$ cat config.mk
export PLATFORM = sky130hd
export DESIGN_NAME = vga_out
export DESIGN_NICKNAME = d
export VERILOG_FILES = /design/src/rtl/vga_out.sv
export SDC_FILE = /design/constraint.sdc
export NUM_CORES = 1
export LEC_CHECK = 0
export ABC_AREA = 1
export CAP_MARGIN = 20
export CORE_AREA = 10 10 81 83
export DETAILED_ROUTE_END_ITERATION = 16
export DIE_AREA = 0 0 91 93
export GPL_ROUTABILITY_DRIVEN = 0
export PLACE_DENSITY_LB_ADDON = 0.25
export SLEW_MARGIN = 20
export SYNTH_ARGS = -nofsm -noshare
export SYNTH_HDL_FRONTEND = slang
export SYNTH_SLANG_ARGS = --single-unit
$ cat constraint.sdc
create_clock -name clk -period 1.6 [get_ports clk]
set_clock_uncertainty 0.05 [all_clocks]
set_input_delay 0.32 -clock clk [delete_from_list [all_inputs] [get_ports clk]]
set_output_delay 0.32 -clock clk [all_outputs]
set_load 0.05 [all_outputs]
$ cat src/rtl/vga_out.sv
// rtl/vga_out.sv - VGA timing generator streaming RGB pixels out of a FIFO
module vga_out #(
  parameter int H_ACTIVE = 640,
  parameter int H_FP     = 16,
  parameter int H_SYNC   = 96,
  parameter int H_BP     = 48,
  parameter int V_ACTIVE = 480,
  parameter int V_FP     = 10,
  parameter int V_SYNC   = 2,
  parameter int V_BP     = 33
) (
  input  logic        clk,
  input  logic        rst,
  input  logic        fifo_empty,
  input  logic [24:0] fifo_dout,
  output logic        fifo_rd_en,
  output logic        hsync,
  output logic        vsync,
  output logic        de,
  output logic [7:0]  red,
  output logic [7:0]  green,
  output logic [7:0]  blue,
  output logic        underflow
);

  localparam int H_TOTAL = H_ACTIVE + H_FP + H_SYNC + H_BP;
  localparam int V_TOTAL = V_ACTIVE + V_FP + V_SYNC + V_BP;
  localparam int HW = $clog2(H_TOTAL);
  localparam int VW = $clog2(V_TOTAL);

  localparam logic [HW-1:0] H_LAST      = HW'(H_TOTAL - 1);
  localparam logic [HW-1:0] H_VIS       = HW'(H_ACTIVE);
  localparam logic [HW-1:0] H_SYNC_BEG  = HW'(H_ACTIVE + H_FP);
  localparam logic [HW-1:0] H_SYNC_END  = HW'(H_ACTIVE + H_FP + H_SYNC - 1);
  localparam logic [VW-1:0] V_LAST      = VW'(V_TOTAL - 1);
  localparam logic [VW-1:0] V_VIS       = VW'(V_ACTIVE);
  localparam logic [VW-1:0] V_SYNC_BEG  = VW'(V_ACTIVE + V_FP);
  localparam logic [VW-1:0] V_SYNC_END  = VW'(V_ACTIVE + V_FP + V_SYNC - 1);

  typedef enum logic {PREFILL, RUN} state_e;

  state_e        state_q, state_d;
  logic [1:0]    rst_sync_q;
  logic [HW-1:0] h_cnt_q, h_cnt_d;
  logic [VW-1:0] v_cnt_q, v_cnt_d;
  logic          hsync_q, vsync_q, de_q, rd_q, underflow_q;
  logic          run, visible, h_sync_on, v_sync_on;
  logic          unused_bit24;

  assign unused_bit24 = fifo_dout[24];

  // Assertion follows rst at once; release reaches the FSM two clocks later.
  always_ff @(posedge clk or negedge rst) begin
    if (!rst) begin
      rst_sync_q <= 2'b00;
    end else begin
      rst_sync_q <= {rst_sync_q[0], 1'b1};
    end
  end

  assign run        = (state_q == RUN);
  assign visible    = (h_cnt_q < H_VIS) && (v_cnt_q < V_VIS);
  assign h_sync_on  = (h_cnt_q >= H_SYNC_BEG) && (h_cnt_q <= H_SYNC_END);
  assign v_sync_on  = (v_cnt_q >= V_SYNC_BEG) && (v_cnt_q <= V_SYNC_END);
  assign fifo_rd_en = run && visible && !fifo_empty;

  always_comb begin
    state_d = state_q;
    h_cnt_d = h_cnt_q;
    v_cnt_d = v_cnt_q;
    case (state_q)
      PREFILL: begin
        if (rst_sync_q[1] && !fifo_empty) begin
          state_d = RUN;
        end
      end
      RUN: begin
        if (h_cnt_q == H_LAST) begin
          h_cnt_d = '0;
          v_cnt_d = (v_cnt_q == V_LAST) ? '0 : v_cnt_q + VW'(1);
        end else begin
          h_cnt_d = h_cnt_q + HW'(1);
        end
      end
      default: state_d = PREFILL;
    endcase
  end

  always_ff @(posedge clk or negedge rst) begin
    if (!rst) begin
      state_q     <= PREFILL;
      h_cnt_q     <= '0;
      v_cnt_q     <= '0;
      hsync_q     <= 1'b1;
      vsync_q     <= 1'b1;
      de_q        <= 1'b0;
      rd_q        <= 1'b0;
      underflow_q <= 1'b0;
    end else begin
      state_q <= state_d;
      h_cnt_q <= h_cnt_d;
      v_cnt_q <= v_cnt_d;
      hsync_q <= !(run && h_sync_on);
      vsync_q <= !(run && v_sync_on);
      de_q    <= run && visible;
      rd_q    <= fifo_rd_en;
      if (run && visible && fifo_empty) begin
        underflow_q <= 1'b1;
      end
    end
  end

  // FIFO data lands one cycle after the strobe, alongside the registered de.
  assign {red, green, blue} = (de_q && rd_q) ? fifo_dout[23:0] : 24'h0;

  assign hsync     = hsync_q;
  assign vsync     = vsync_q;
  assign de        = de_q;
  assign underflow = underflow_q;

endmodule

==> results.md <==
- Diodes inserted: 0
- Final wirelength: 4770 um
- Via count: 1618
- Setup TNS: -0.157 ns
- Final Instance Count excl. Fillers: 363
- Switch share: 0.265
- Dpl cells: 350
- Drt initial violations: 59
- DP HPWL: 3770 um
- Routed met2 length: 2070 um
- Yosys top cell by area: dfrtp_1
- Die area: 0.00846 mm^2
- Clock root cell: clkbuf_8
- Core Region: 0.00501 mm^2
- Worst path max stage delay: 0.43 ns
- WP data required: 1.23 ns
- Max Root-Sink Buffers: 2
- Share of the synthesized area in the top cell type: 0.380
- Drt first pass iters: 4
- DR WL met3: 302 um
- Pwr/cell area: 560 mW/mm^2
- CTS clock-pin slew for the worst setup and hold paths: 0.10 ns
- CP Launch Type: register
- RSZ-0062 raised after global routing: yes
- Async set or reset register ratio after synthesis: 1.00
- Failing checks: setup timing
- Worst-path fanout max: 3
- Number of CTS-inserted buffers: 3
- Max_cap viols: 0
- H-tree levels: 1
- Worst skew pair latency: 0.27 ns
- Die Span Y: 93 um
- Crit. End Element: primary output
- Initial antenna violation count: 0
- Clock power frac: 0.319
- Post-route ant nets: 0
- Maximum clock rate: 569 MHz
- Net count reported at finish: 326
- CP max-delay cell: dfrtp_1
- Final Max Slew Viols: 0
- I/O Buffers: 55
- Die W: 91 um
- Minimum clock period: 1.76 ns
- Synth Instances: 221
- Synth warn: 0
- Largest cells by area after synthesis: dfrtp_1, inv_1, nor2_1
- Design Power: 1.74 mW
- Met1 WL: 2360 um
- Main synth FF type: dfrtp_1
- Seq/Total Area, Yosys: 0.411
- Syn_nets: 253
- Via density: 4.46
- Worst vdd ir: 0.483 mV
- Post-synth EDFFs: 0
- Sw Pwr: 463 uW
- Starting density of the core: 0.341
- Static leakage: 1.43 nW
- Total gr overflow: 0
- Synth cell types: 33
- Syn avg cell area: 7.74 um^2
- Final period utilization: 1.10
- Vias in the first global route: 1603
- Worst hold path class: register to register
- Logic pwr share: 0.273
- Seq pwr share: 0.409
- Final Worst Setup Slack: -0.157 ns
- Area grow syn2layout: 82.2%
- Final Setup Violations: 1
- Outcome: finished with violations
- DR DRC count: 0
- Worst path cell trace: nand2_2 > inv_2 > nor3_4 > nand2_2 > nor2_4 > buf_12
- CP arrival: 1.39 ns
- Number of top-level pins: 57
- Uppermost routed layer: met4
- Most repeated library cell on the critical path: nand2_2
- Gr usage total: 0.111
- CTS tree: built
- Layout cells sized above 1: 0.389
- Internal power: 1.28 mW
- Largest net degree at the start of global routing: 29
- Worst slack, placed: 0.0357 ns
- Final hold violations: 0
- Mapped Area: 0.00171 mm^2
- Drt wl/cell: 13.1 um
- Count of clock tree sinks: 28
- Flops & latches, synth: 28
- Cell Rows: 26
- First-pass GRT wire length: 7860 um
- Crit Path Class: register to primary output
## cell usage in the layout (no fill, tap or decap), types with 2 or more instances in the layout
| master | netlist | routed |
|---|---|---|
| clkbuf_16 | 0 | 2 |
| o21ai_1 | 4 | 4 |
| inv_2 | 7 | 9 |
| nand3_4 | 3 | 3 |
| nor3_1 | 4 | 2 |
| buf_12 | 0 | 32 |
| clkbuf_8 | 0 | 3 |
| dfstp_2 | 2 | 2 |
| nor2_1 | 36 | 11 |
| nor2_4 | 1 | 26 |
| o21bai_1 | 2 | 2 |
| inv_1 | 42 | 40 |
| ha_1 | 4 | 3 |
| nand2_2 | 3 | 5 |
| dfrtp_1 | 26 | 24 |
| nand2_1 | 31 | 28 |
| o21ai_0 | 5 | 5 |
| nor2_2 | 7 | 7 |
| buf_4 | 3 | 13 |
| a21oi_1 | 2 | 2 |
| nand3_1 | 15 | 15 |
| xor2_1 | 9 | 9 |
| dfrtp_2 | 0 | 2 |
| clkdlybuf4s50_1 | 0 | 26 |
| nor3_4 | 1 | 3 |
## final timing paths
path	slack [ns]	cells past startpoint	end	startpoint
max reg2reg	0.14	7	v_cnt_q[5]$_DFFE_PN0P_	h_cnt_q[0]$_DFFE_PN0P_
min in group asynchronous	0.34	2	h_cnt_q[9]$_DFFE_PN0P_	rst
min reg2reg	0.32	0	rst_sync_q[1]$_DFF_PN0_	rst_sync_q[0]$_DFF_PN0_
max	-0.16	6	fifo_rd_en	h_cnt_q[8]$_DFFE_PN0P_
max in group asynchronous	0.93	2	vsync$_DFF_PN1_	rst
min	0.32	0	rst_sync_q[1]$_DFF_PN0_	rst_sync_q[0]$_DFF_PN0_
## cell usage after synthesis (2+ instances only)
| cell | n |
|---|---|
| buf_4 | 3 |
| dfstp_2 | 2 |
| nand3_1 | 15 |
| nor2_2 | 7 |
| clkbuf_1 | 2 |
| inv_1 | 42 |
| dfrtp_1 | 26 |
| nand2_1 | 31 |
| o21ai_0 | 5 |
| nor3_1 | 4 |
| o21bai_1 | 2 |
| nand2_2 | 3 |
| inv_2 | 7 |
| xor2_1 | 9 |
| a21oi_1 | 2 |
| nand3_4 | 3 |
| ha_1 | 4 |
| nor2_1 | 36 |
| o21ai_1 | 4 |
## critical path, delay by kind of cell, from the launching register on
kind	cells	cell delay (ns)
buffers and inverters	2	0.20
DFF	1	0.43
and+or+nand+nor	4	0.49
## metal layers
metal / track usage / vias up
met1: 0.148 / 749
met5: 0 / -
li1: - / 811
met2: 0.175 / 56
met4: 0.0313 / 0
met3: 0.0280 / 2
## kinds of logic after synthesis
family / share of synthesized area
other: 0.00219
AOI/OAI and AO/OA: 0.0571
adders and majority gates: 0.0293
and+or+nand+nor: 0.324
xor gates and xnor gates: 0.0512
DFF: 0.411
buffers and inverters: 0.125
## power by group through the flow
| stage | Sequential, mW | Clock, mW | Combinational, mW |
|---|---|---|---|
| after global placement | 0.726 | 0 | 0.453 |
| final | 0.713 | 0.556 | 0.476 |
| after CTS | 0.712 | 0.569 | 0.461 |
| after detailed placement | 0.726 | 0 | 0.458 |
| after floorplan | 0.726 | 0 | 0.200 |
| after global routing | 0.713 | 0.601 | 0.497 |
## stage by stage
step / hold WS (ns) / instance area [um^2] / utilization
3_3_place_gp: 0.283 / 2880 / 0.574
4_1_cts: 0.318 / 3000 / 0.598
2_1_floorplan: -0.0256 / 1880 / -
6_report: 0.317 / 3120 / 0.622
3_5_place_dp: 0.287 / 2880 / 0.574
5_1_grt: 0.344 / 3120 / 0.622
## what timing repair did
action / 4_1_cts / 5_1_grt
setup endpoints to repair: 15 / 30
cloned: 0 / 2
pin swaps: 1 / 6
resized for setup: 7 / 12
hold buffers: 0 / 0
buffers inserted: 4 / 3
## flip-flops by register name, indices dropped and copies added (netlist names)
register	count
underflow	1
run	1
v_cnt_q	10
rd_q	1
h_cnt_q	10
vsync	1
rst_sync_q	2
de	1
hsync	1
## area by class of cell
class / count / area [um^2]
Multi-Input combinational cell: 139 / 1020
Sequential cell: 28 / 706
Clock inverter: 1 / 30.0
Clock buffer: 3 / 41.3
Timing Repair Buffer: 73 / 1050
Inverter: 49 / 184
Fill cell: 429 / 1890
Tap cell: 70 / 87.6
Note: power is estimated with default switching activity, not from simulation.
